--- src/rtl/i2c_cmd_arbiter.sv ---
// i2c_cmd_arbiter: round-robin arbiter that hands one shared I2C master
// engine to one of NREQ requesters at a time, launches the latched command,
// guards the transaction with a watchdog and returns the result to the winner.
module i2c_cmd_arbiter #(
  parameter int NREQ        = 4,
  parameter int TIMEOUT_CYC = 4096
) (
  input  logic              clk,
  input  logic              reset,
  input  logic [NREQ-1:0]   req,
  input  logic [7*NREQ-1:0] req_addr,
  input  logic [NREQ-1:0]   req_rw,
  input  logic [8*NREQ-1:0] req_wdata,
  output logic [NREQ-1:0]   gnt,
  output logic [NREQ-1:0]   done,
  output logic              ack_err,
  output logic [7:0]        rdata,
  output logic              timeout,
  output logic              m_start,
  output logic [6:0]        m_addr,
  output logic              m_rw,
  output logic [7:0]        m_wdata,
  input  logic              m_busy,
  input  logic              m_done,
  input  logic              m_ack_err,
  input  logic [7:0]        m_rdata
);

  localparam int IDX_W = (NREQ > 1) ? $clog2(NREQ) : 1;
  // The counter never has to hold more than TIMEOUT_CYC-1.
  localparam int CNT_W = (TIMEOUT_CYC > 1) ? $clog2(TIMEOUT_CYC) : 1;

  typedef enum logic [2:0] {
    IDLE,
    ARB,
    LAUNCH,
    WAIT,
    RELEASE
  } state_t;

  state_t           state;
  logic [IDX_W-1:0] last_grant;
  logic [IDX_W-1:0] winner;
  logic [CNT_W-1:0] counter;
  logic             timeout_hit;

  logic             arb_found;
  logic [IDX_W-1:0] arb_idx;
  logic [IDX_W-1:0] cand;
  logic [NREQ-1:0]  arb_onehot;

  // Round-robin search: first set req bit starting just after the last winner.
  always_comb begin
    arb_found  = 1'b0;
    arb_idx    = '0;
    cand       = '0;
    arb_onehot = '0;
    for (int i = 1; i <= NREQ; i++) begin
      cand = IDX_W'((int'(last_grant) + i) % NREQ);
      if (!arb_found && req[cand]) begin
        arb_found = 1'b1;
        arb_idx   = cand;
      end
    end
    arb_onehot[arb_idx] = arb_found;
  end

  // Transaction sequencer; every output is a register updated here.
  always_ff @(posedge clk) begin
    if (!reset) begin
      state       <= IDLE;
      gnt         <= '0;
      done        <= '0;
      ack_err     <= 1'b0;
      rdata       <= 8'h00;
      timeout     <= 1'b0;
      m_start     <= 1'b0;
      m_addr      <= 7'h00;
      m_rw        <= 1'b0;
      m_wdata     <= 8'h00;
      counter     <= '0;
      timeout_hit <= 1'b0;
      winner      <= '0;
      last_grant  <= IDX_W'(NREQ - 1);
    end else begin
      m_start <= 1'b0;
      case (state)
        IDLE: begin
          gnt     <= '0;
          done    <= '0;
          timeout <= 1'b0;
          ack_err <= 1'b0;
          rdata   <= 8'h00;
          if ((req != '0) && !m_busy) begin
            state <= ARB;
          end
        end
        ARB: begin
          // A request withdrawn before arbitration simply cancels the attempt.
          if (arb_found) begin
            gnt     <= arb_onehot;
            winner  <= arb_idx;
            m_addr  <= req_addr[7*int'(arb_idx) +: 7];
            m_rw    <= req_rw[arb_idx];
            m_wdata <= req_wdata[8*int'(arb_idx) +: 8];
            state   <= LAUNCH;
          end else begin
            state <= IDLE;
          end
        end
        LAUNCH: begin
          m_start     <= 1'b1;
          counter     <= '0;
          timeout_hit <= 1'b0;
          state       <= WAIT;
        end
        WAIT: begin
          counter <= counter + 1'b1;
          // A real completion beats a watchdog expiry in the same cycle.
          if (m_done) begin
            ack_err     <= m_ack_err;
            rdata       <= m_rdata;
            timeout_hit <= 1'b0;
            state       <= RELEASE;
          end else if (counter == CNT_W'(TIMEOUT_CYC - 1)) begin
            ack_err     <= 1'b1;
            rdata       <= 8'h00;
            timeout_hit <= 1'b1;
            state       <= RELEASE;
          end
        end
        RELEASE: begin
          done       <= gnt;
          timeout    <= timeout_hit;
          last_grant <= winner;
          gnt        <= '0;
          state      <= IDLE;
        end
        default: begin
          state <= IDLE;
        end
      endcase
    end
  end

endmodule

--- config.mk ---
export PLATFORM = sky130hd
export DESIGN_NAME = i2c_cmd_arbiter
export DESIGN_NICKNAME = d
export VERILOG_FILES = /design/src/rtl/i2c_cmd_arbiter.sv
export SDC_FILE = /design/constraint.sdc
export NUM_CORES = 1
export LEC_CHECK = 0
export CAP_MARGIN = 40
export CORE_ASPECT_RATIO = 0.6
export CORE_MARGIN = 2
export CORE_UTILIZATION = 25
export CTS_BUF_LIST = sky130_fd_sc_hd__clkbuf_4 sky130_fd_sc_hd__clkbuf_8
export DETAILED_ROUTE_END_ITERATION = 12
export PLACE_DENSITY = 0.56
export SLEW_MARGIN = 20
export SYNTH_ARGS = -nofsm -noshare
export SYNTH_HDL_FRONTEND = slang
export SYNTH_SLANG_ARGS = --single-unit
--- constraint.sdc ---
create_clock -name clk -period 3.6 [get_ports clk]
set_input_delay 0.72 -clock clk [delete_from_list [all_inputs] [get_ports clk]]
set_output_delay 0.72 -clock clk [all_outputs]
set_load 0.03 [all_outputs]
==> impl_results.md <==
- Reg2Reg Setup Slack: 1.56 ns
- Unrepaired setup endpoints after global routing: false
- Final WL: 9581 µm
- GR Overflow Total: 0
- Worst skew pair latency: 0.34 ns
- Chip Width: 142.5 µm
- Post-synth ARST share: 0
- Clock Tree Buf Depth: 2
- TritonCTS clock tree: built
- Min-delay worst type: reg -> reg
- DRT iter0 DRCs: 161
- Global-route wire length before repair: 15320 µm
- Final setup viols: 0
- R2R depth: 5
- Row count: 30
- Worst-margin pin slew: 0.6929 ns
- Yosys top cell by area: dfxtp_1
- Top post-synthesis cells by area: dfxtp_1 38%, a21boi_0 6.5%, o21ai_0 5.7%
- Layout Area Growth over Synthesis: 47.15%
- Max_slew headroom: 0.5369
- H-tree depth: 2
- Clock root buffer: clkbuf_8
- Top-count cell post-synth: dfxtp_1
- Synth cell count leaders: 55 x dfxtp_1, 36 x nand2_1, 33 x o21ai_0, 29 x a21oi_1, 25 x a21boi_0
- Pins Over Slew Limit: 0
- DRT Pass-1 Iters: 4
- Worst Path Required: 3.84 ns
- # diodes: 0
- Post-synth EDFFs: 0
- Fin. Hold Viols: 0
- Cells after synthesis: 358
- Yosys reg bits: 55
- Seq/Total Area, Yosys: 0.3828
- Pwr Density: 333.4 mW/mm²
- Share of the synthesized area in the top cell type: 0.3828
- Hold Buf Count CTS: 0
- Worst Skew: 0.01682 ns
- Yosys cell types: 43
- DR WL/cell: 15.86 µm
- Post-CTS Setup Inserts: 0
- Antenna viol nets, final: 0
- CP startpoint kind: input pin
- Achievable frequency: 397.5 MHz
- Num CTS Buffers: 5
- Clk sinks: 55
- Crit Path Class: in -> reg
- Syn nets: 440
- Setup TNS: 0 ns
- Initial antenna violation count: 0
- Die height: 87.09 µm
- Post-DP HPWL: 6854 µm
- GRT Total Usage: 0.1575
- Critical Path End: m_addr[0]
- Input/output buffers: 115
- Ys Warns: 0
- Critical-path maximum fanout: 16
- Worst-path clk slew: 0.12 ns
- Syn avg cell area: 8.035 µm²
- Layout cells sized above 1: 0.05652
- Die area: 0.01241 mm²
- Final nets: 541
- Cell Area, Synth: 0.002877 mm²
- Residual DRC: 0
- Max-Cap Viols: 0
- Setup crit start: req[3]
- CORE AREA: 0.01126 mm²
- Crit share post-route: 0.6987
- Initial Util: 0.2554
- Routability Congestion: 0.7796
- Post-synth top flop: dfxtp_1
- Vias per Instance: 4.974
- Peak supply drop: 0.0001540 V
- Final Power: 1411 µW
- Run status: finished clean
- Vias in the first global route: 2956
- Post_cts resized: 0
- Reg2reg end: rdata[2]
- Clock period minus worst slack: 2.515 ns
- Reg-to-Reg Start: counter[0]
- Worst Path Arrival: 2.75 ns
- CP Capture Type: register
- Largest net degree at the start of global routing: 49
- Via count: 3004
- I/O pin cnt: 116
- Leak: 0.001512 µW
[where the power goes]
group          switching [µW]  leakage, µW  internal (µW)
clock network             234    0.0000489            142
logic                     195      0.00102            180
registers                23.1     0.000447            638
total                     452      0.00151            959
[cell type report]
cell class,instances,area [µm²]
fillers,1143,7028
multi-input cells,271,1630
repair buffers,122,1215
flip-flops and latches,55,1101
well taps,144,180.2
clock buffers,5,68.82
clock inverters,3,22.52
inverters,4,15.01
[stage by stage]
step | setup WS [ns] | hold slack (ns) | cells | util | instance area [µm²]
floorplan | 1.651 | 0.4364 | 358 | - | 2877
global placement | 0.7417 | 0.4538 | 594 | 0.3654 | 4115
detailed placement | 0.7177 | 0.4581 | 594 | 0.3654 | 4115
CTS | 1.089 | 0.4771 | 602 | 0.3736 | 4207
global route | 0.9633 | 0.5096 | 604 | 0.3759 | 4233
finish | 1.085 | 0.4741 | 604 | 0.3759 | 4233
[sequential cells by signal (all words and copies together), names as in the netlist]
register and flops:
m_addr 7, m_start 1, ack_err 1, m_rw 1
state 3, rdata 8, done 4, winner 2
last_grant 2, counter 12, m_wdata 8, gnt 4
timeout 1, timeout_hit 1
[cells by family (layout without fill, tap and decap cells)]
kind of cell	count (synthesis)	after routing	share of synthesized area
AO/OA/AOI/OAI	143	143	0.3223
buffers and inverters	32	134	0.05045
adder cells (fa/ha/maj)	1	1	0.004349
AND/OR/NAND/NOR	124	124	0.2297
multiplexers	3	3	0.01044
flip-flops	55	55	0.3828
[critical path, stage by stage]
cell and delay (ns):
clkdlybuf4s50_1 0.64, and3b_1 0.27, nor2_1 0.12, nand2_1 0.41
a221oi_1 0.46, a21oi_1 0.11
[layout by cell type, fill, tap and decap left out, types with 11 or more instances in the layout]
cell / n
nand2_1: 36
a221oi_1: 15
clkdlybuf4s50_1: 115
a21oi_1: 29
dfxtp_1: 55
o21ai_0: 33
nand3_1: 18
nor2_1: 11
and3_1: 22
a21boi_0: 25
o21ai_1: 14
[metal layers]
layer  track usage  vias to the layer above  part of all wire
met5             0                        -                 0
li1              -                     1512                 -
met1        0.2223                     1409              0.52
met4       0.04680                        0             0.011
met2        0.2303                       75              0.41
met3       0.04838                        8             0.066
[how the worst min path moves through the flow]
stage,from,end,slack (ns),cells past startpoint
after floorplan,timeout_hit,timeout_hit,0.44,2
after global placement,done[0],done[0],0.45,2
after detailed placement,timeout,timeout,0.46,2
after CTS,done[3],done[3],0.48,2
after global routing,rdata[3],rdata[3],0.51,1
final,winner[0],winner[0],0.47,2
Note: power is estimated with default switching activity, not from simulation.
